==> src/rtl/dds_wave_gen.sv <==
// Direct-digital-synthesis waveform generator.
// Double-buffered tuning words (k/p/mode) captured on load, a phase
// accumulator with synchronous clear, and a three-stage pipeline that
// produces square, sawtooth, triangle or inverted-sawtooth samples.
module dds_wave_gen #(
    parameter int ACC_W   = 32,
    parameter int PHASE_W = 11,
    parameter int OUT_W   = 8
) (
    input  logic               clk,
    input  logic               rst_n,
    input  logic               en,
    input  logic               load,
    input  logic [ACC_W-1:0]   k_in,
    input  logic [PHASE_W-1:0] p_in,
    input  logic [1:0]         mode,
    input  logic               sync_clr,
    output logic               f_out,
    output logic [OUT_W-1:0]   wave_out,
    output logic               wave_valid,
    output logic               wrap
);

    // Maps a truncated phase to an amplitude sample for the selected waveform.
    function automatic logic [OUT_W-1:0] shape_wave(
        input logic [PHASE_W-1:0] ph,
        input logic [1:0]         sel
    );
        logic [OUT_W-1:0] saw;
        logic [OUT_W-1:0] tri_v;
        saw   = ph[PHASE_W-1 -: OUT_W];
        // Triangle uses the bits below the MSB so one half-period spans full scale.
        tri_v = ph[PHASE_W-2 -: OUT_W];
        case (sel)
            2'd0:    shape_wave = {OUT_W{ph[PHASE_W-1]}};
            2'd1:    shape_wave = saw;
            2'd2:    shape_wave = ph[PHASE_W-1] ? ~tri_v : tri_v;
            default: shape_wave = ~saw;
        endcase
    endfunction

    logic [ACC_W-1:0]   k_act;
    logic [PHASE_W-1:0] p_act;
    logic [1:0]         mode_act;

    logic [ACC_W-1:0]   acc_p0;
    logic               carry_p0;
    logic               vld_p0;

    logic [PHASE_W-1:0] ph_p1;
    logic               carry_p1;
    logic               vld_p1;

    // Extra top bit holds the accumulator carry-out.
    logic [ACC_W:0]     acc_sum;
    assign acc_sum = {1'b0, acc_p0} + {1'b0, k_act};

    // Active tuning registers: only a load strobe changes them, never acc.
    always_ff @(posedge clk or negedge rst_n) begin
        if (!rst_n) begin
            k_act    <= '0;
            p_act    <= '0;
            mode_act <= '0;
        end else if (load) begin
            k_act    <= k_in;
            p_act    <= p_in;
            mode_act <= mode;
        end
    end

    // ---- stage 1: phase accumulator, clear has priority over enable ----
    always_ff @(posedge clk or negedge rst_n) begin
        if (!rst_n) begin
            acc_p0   <= '0;
            carry_p0 <= 1'b0;
            vld_p0   <= 1'b0;
        end else begin
            vld_p0 <= en & ~sync_clr;
            if (sync_clr) begin
                acc_p0   <= '0;
                carry_p0 <= 1'b0;
            end else if (en) begin
                acc_p0   <= acc_sum[ACC_W-1:0];
                carry_p0 <= acc_sum[ACC_W];
            end else begin
                carry_p0 <= 1'b0;
            end
        end
    end

    // ---- stage 2: truncate accumulator and add phase offset ----
    always_ff @(posedge clk or negedge rst_n) begin
        if (!rst_n) begin
            ph_p1    <= '0;
            carry_p1 <= 1'b0;
            vld_p1   <= 1'b0;
        end else begin
            ph_p1    <= acc_p0[ACC_W-1 -: PHASE_W] + p_act;
            carry_p1 <= carry_p0;
            vld_p1   <= vld_p0;
        end
    end

    // ---- stage 3: waveform shaping and registered outputs ----
    always_ff @(posedge clk or negedge rst_n) begin
        if (!rst_n) begin
            f_out      <= 1'b0;
            wave_out   <= '0;
            wave_valid <= 1'b0;
            wrap       <= 1'b0;
        end else begin
            f_out      <= ph_p1[PHASE_W-1];
            wave_out   <= shape_wave(ph_p1, mode_act);
            wave_valid <= vld_p1;
            wrap       <= carry_p1;
        end
    end

endmodule
==> config.mk <==
export PLATFORM = sky130hd
export DESIGN_NAME = dds_wave_gen
export DESIGN_NICKNAME = d
export VERILOG_FILES = /design/src/rtl/dds_wave_gen.sv
export SDC_FILE = /design/constraint.sdc
export NUM_CORES = 1
export LEC_CHECK = 0
export CAP_MARGIN = 5
export CORE_UTILIZATION = 30
export CTS_BUF_LIST = sky130_fd_sc_hd__clkbuf_16
export CTS_CLUSTER_DIAMETER = 80
export DETAILED_ROUTE_END_ITERATION = 16
export GPL_ROUTABILITY_DRIVEN = 0
export PLACE_DENSITY = 0.55
export SYNTH_ARGS = -nofsm -noshare
export SYNTH_HDL_FRONTEND = slang
export SYNTH_SLANG_ARGS = --single-unit
==> constraint.sdc <==
create_clock -name clk -period 5.3 [get_ports clk]
set_clock_uncertainty 0.05 [all_clocks]
set_input_delay 1.06 -clock clk [delete_from_list [all_inputs] [get_ports clk]]
set_output_delay 1.06 -clock clk [all_outputs]
set_load 0.02 [all_outputs]
==> metrics.md <==
| Metric | Value |
|---|---|
| Drt drc | `0` |
| CTS Buffer Depth | `2` |
| Number of inserted diodes | `0` |
| GRT Resource Usage Total | `14.2%` |
| Routed wire length | `13100 um` |
| Vias in the first global route | `4568` |
| Wire length per cell | `15.1 um` |
| Commonest cells in the netlist | `dfrtp_1, nand2_1, nor2_1` |
| Max Slew Vio Count | `0` |
| Pwr dens | `396 nW/um2` |
| Initial Util | `30.7%` |
| Syn Inst Count | `581` |
| Critical path type | `primary input to flip-flop` |
| Total of fill cells in the finished design | `1896` |
| Total CTS buffers | `9` |
| Design area | `6830 um2` |
| P_int | `1720 uW` |
| Row Count | `50` |
| Hold Crit Class | `flip-flop to flip-flop` |
| Clk slew on worst S/H paths | `0.07 ns` |
| Worst path required time | `5.51 ns` |
| Syn Area/Cell | `9.92 um2` |
| Netlist cell types | `54` |
| CTS root buffer | `clkbuf_16` |
| Final Cycle Share | `56.7%` |
| Area after DPL | `6570 um2` |
| Max Cap Violations | `0` |
| FF-to-FF Start | `k_act[0]` |
| Seq pwr share | `38.5%` |
| Worst Hold Path Cells | `0` |
| Post-synth EDFFs | `0` |
| Area leader, netlist | `dfrtp_1` |
| CP peak stage delay | `0.57 ns` |
| Initial DRC count | `233` |
| Core Area | `18800 um2` |
| Critical path endpoint category | `flip-flop` |
| Die boundary height | `141 um` |
| Comb power frac | `39.4%` |
| P&R area growth vs syn | `18.5%` |
| Htree depth | `3` |
| Hold Startpoint | `vld_p0` |
| Post-Syn Nets | `673` |
| Via count | `4444` |
| CP arrival | `3.21 ns` |
| Crit-path cells | `clkdlybuf4s50_1 > buf_4 > clkinv_1 > nor3_1 > a21oi_1 > or2_2 > o311ai_1` |
| Mapped Area | `5760 um2` |
| Async S/R FF share, synth | `100%` |
| #FFs+latches synth | `101` |
| Switching part of the total | `36.5%` |
| Clock Sinks | `101` |
| Pre-antenna DRT Iters | `4` |
| Status | `finished clean` |
| Final non-filler cell total | `868` |
| Layout cell share with drive strength beyond 1 | `11.5%` |
| Post-CTS resize count | `0` |
| Final hold viol count | `0` |
| Final min period | `3.01 ns` |
| Power share of the clock group | `22.1%` |
| Antenna violations before repair | `0` |
| Worst R2R End | `acc_p0[20]` |
| Net load switching power | `986 uW` |
| Crit Path Max Fanout | `27` |
| NumNets Final | `721` |
| Detail Placement HPWL | `9370 um` |
| F_max | `333 MHz` |
| Hold_buf cts | `0` |
| Ranking of synthesized cells by area | `dfrtp_1, ha_1, mux2_2` |
| Post-CTS setup repair buffer count | `0` |
| Clk Latency, worst-skew pair | `0.35 ns` |
| R2R cell count | `11` |
| Worst Hold End | `vld_p1` |
| Slew @ Worst Pin | `1.12 ns` |
| # IOs | `61` |
| Largest net degree at the start of global routing | `68` |
| Die area | `19800 um2` |
| Startpoint type of the worst setup path | `primary input` |
| Slew margin rel. | `25.5%` |
| Top-count cell post-synth | `dfrtp_1` |
| Final setup violation count | `0` |
| CTS tree | `built` |
| First-pass GRT wire length | `22400 um` |
| Die width | `141 um` |
| Worst vdd ir | `0.000154 V` |
| Crit-path slowest cell | `clkinv_1` |
| Yosys warns | `0` |
| Via density | `5.12` |
| Seq/Total Area, Yosys | `43.8%` |
| Grt total ovfl | `0` |
| Reg2Reg Setup Slack | `2.47 ns` |
| I/O Buffers | `60` |
| Yosys top cell area share | `43.8%` |
| Routed Antenna Nets | `0` |
| Top FF cell, synth | `dfrtp_1` |
| Leak | `0.00297 uW` |
| Placed cells | `852` |
| Hold slack | `0.301 ns` |
| RSZ-0062 raised after global routing | `no` |
| Final TNS setup | `0 ns` |
[per-stage QoR]
| step | worst slack [ns] | utilization (%) | total power [uW] |
|---|---|---|---|
| detailed placement | 1.92 | 35.0 | 2110 |
| CTS | 2.28 | 36.4 | 2730 |
| finish | 2.29 | 36.4 | 2700 |
| global route | 2.14 | 36.4 | 2900 |
| global placement | 1.94 | 35.0 | 2080 |
| floorplan | 2.79 | - | 1810 |
[worst max-delay path, delay by kind of cell]
family | cells | cell delay (ns)
AO/OA/AOI/OAI | 2 | 0.14
AND/OR/NAND/NOR | 2 | 0.61
buffers and inverters | 3 | 1.39
[layout by cell type, fill, tap and decap left out, drive strengths merged, types with 10 or more instances in the layout]
cell / Yosys / routed
clkdlybuf4s50: 0 / 58
a21oi: 50 / 50
mux2: 44 / 44
inv: 12 / 13
o21ai: 38 / 38
a211oi: 10 / 10
mux2i: 11 / 11
xnor2: 20 / 20
ha: 41 / 41
nand2: 59 / 59
nand3: 15 / 15
nor2: 53 / 53
dfrtp: 101 / 101
[layer usage]
layer	track usage [%]	routed length, um	up-vias
met3	3.16	490	22
met4	5.26	235	0
met2	23.6	6270	79
met1	18.1	6090	2145
li1	-	-	2198
met5	0	0	-
[area by class of cell]
type / instances / area (um2) / area share [%]
clock buffer: 9 / 225 / 3.30
clock inverter: 7 / 33.8 / 0.495
sequential: 101 / 2530 / 37.0
multi-input combinational: 441 / 3090 / 45.2
inverter: 13 / 48.8 / 0.714
timing repair buffer: 63 / 616 / 9.01
tap: 234 / 293 / 4.29
[power by group through the flow]
stage,sequential (uW),clock (uW),combinational (uW)
2_1_floorplan,1060,0,748
3_3_place_gp,1050,0,1030
3_5_place_dp,1060,0,1060
4_1_cts,1040,619,1070
5_1_grt,1070,649,1190
6_report,1040,598,1060
[worst max-delay path by stage]
| stage | start | endpoint | slack (ns) | depth (start not counted) |
|---|---|---|---|---|
| after global placement | en | acc_p0[28] | 1.94 | 7 |
| after CTS | en | acc_p0[28] | 2.28 | 7 |
| after global routing | en | acc_p0[28] | 2.14 | 7 |
| final | en | acc_p0[28] | 2.29 | 7 |
| after detailed placement | en | acc_p0[28] | 1.92 | 7 |
| after floorplan | k_act[0] | acc_p0[20] | 2.79 | 11 |
[cell families (layout without fill, tap and decap cells)]
family	Yosys count	count (layout)	synth area share [%]
flip-flops	101	101	43.8
multiplexers	55	55	10.5
XOR/XNOR	28	28	4.25
buffers and inverters	39	92	2.60
AND/OR/NAND/NOR	160	160	12.2
adder cells (fa/ha/maj)	42	42	9.25
AO/OA/AOI/OAI	156	156	17.3
[registers in the layout, indices dropped and copies added, names as in the netlist]
signal / cells
ph_p1: 9
vld_p1: 1
carry_p1: 1
wrap: 1
vld_p0: 1
p_act: 11
wave_valid: 1
f_out: 1
acc_p0: 32
mode_act: 2
carry_p0: 1
k_act: 32
wave_out: 8
(Power assumes the default switching activity.)
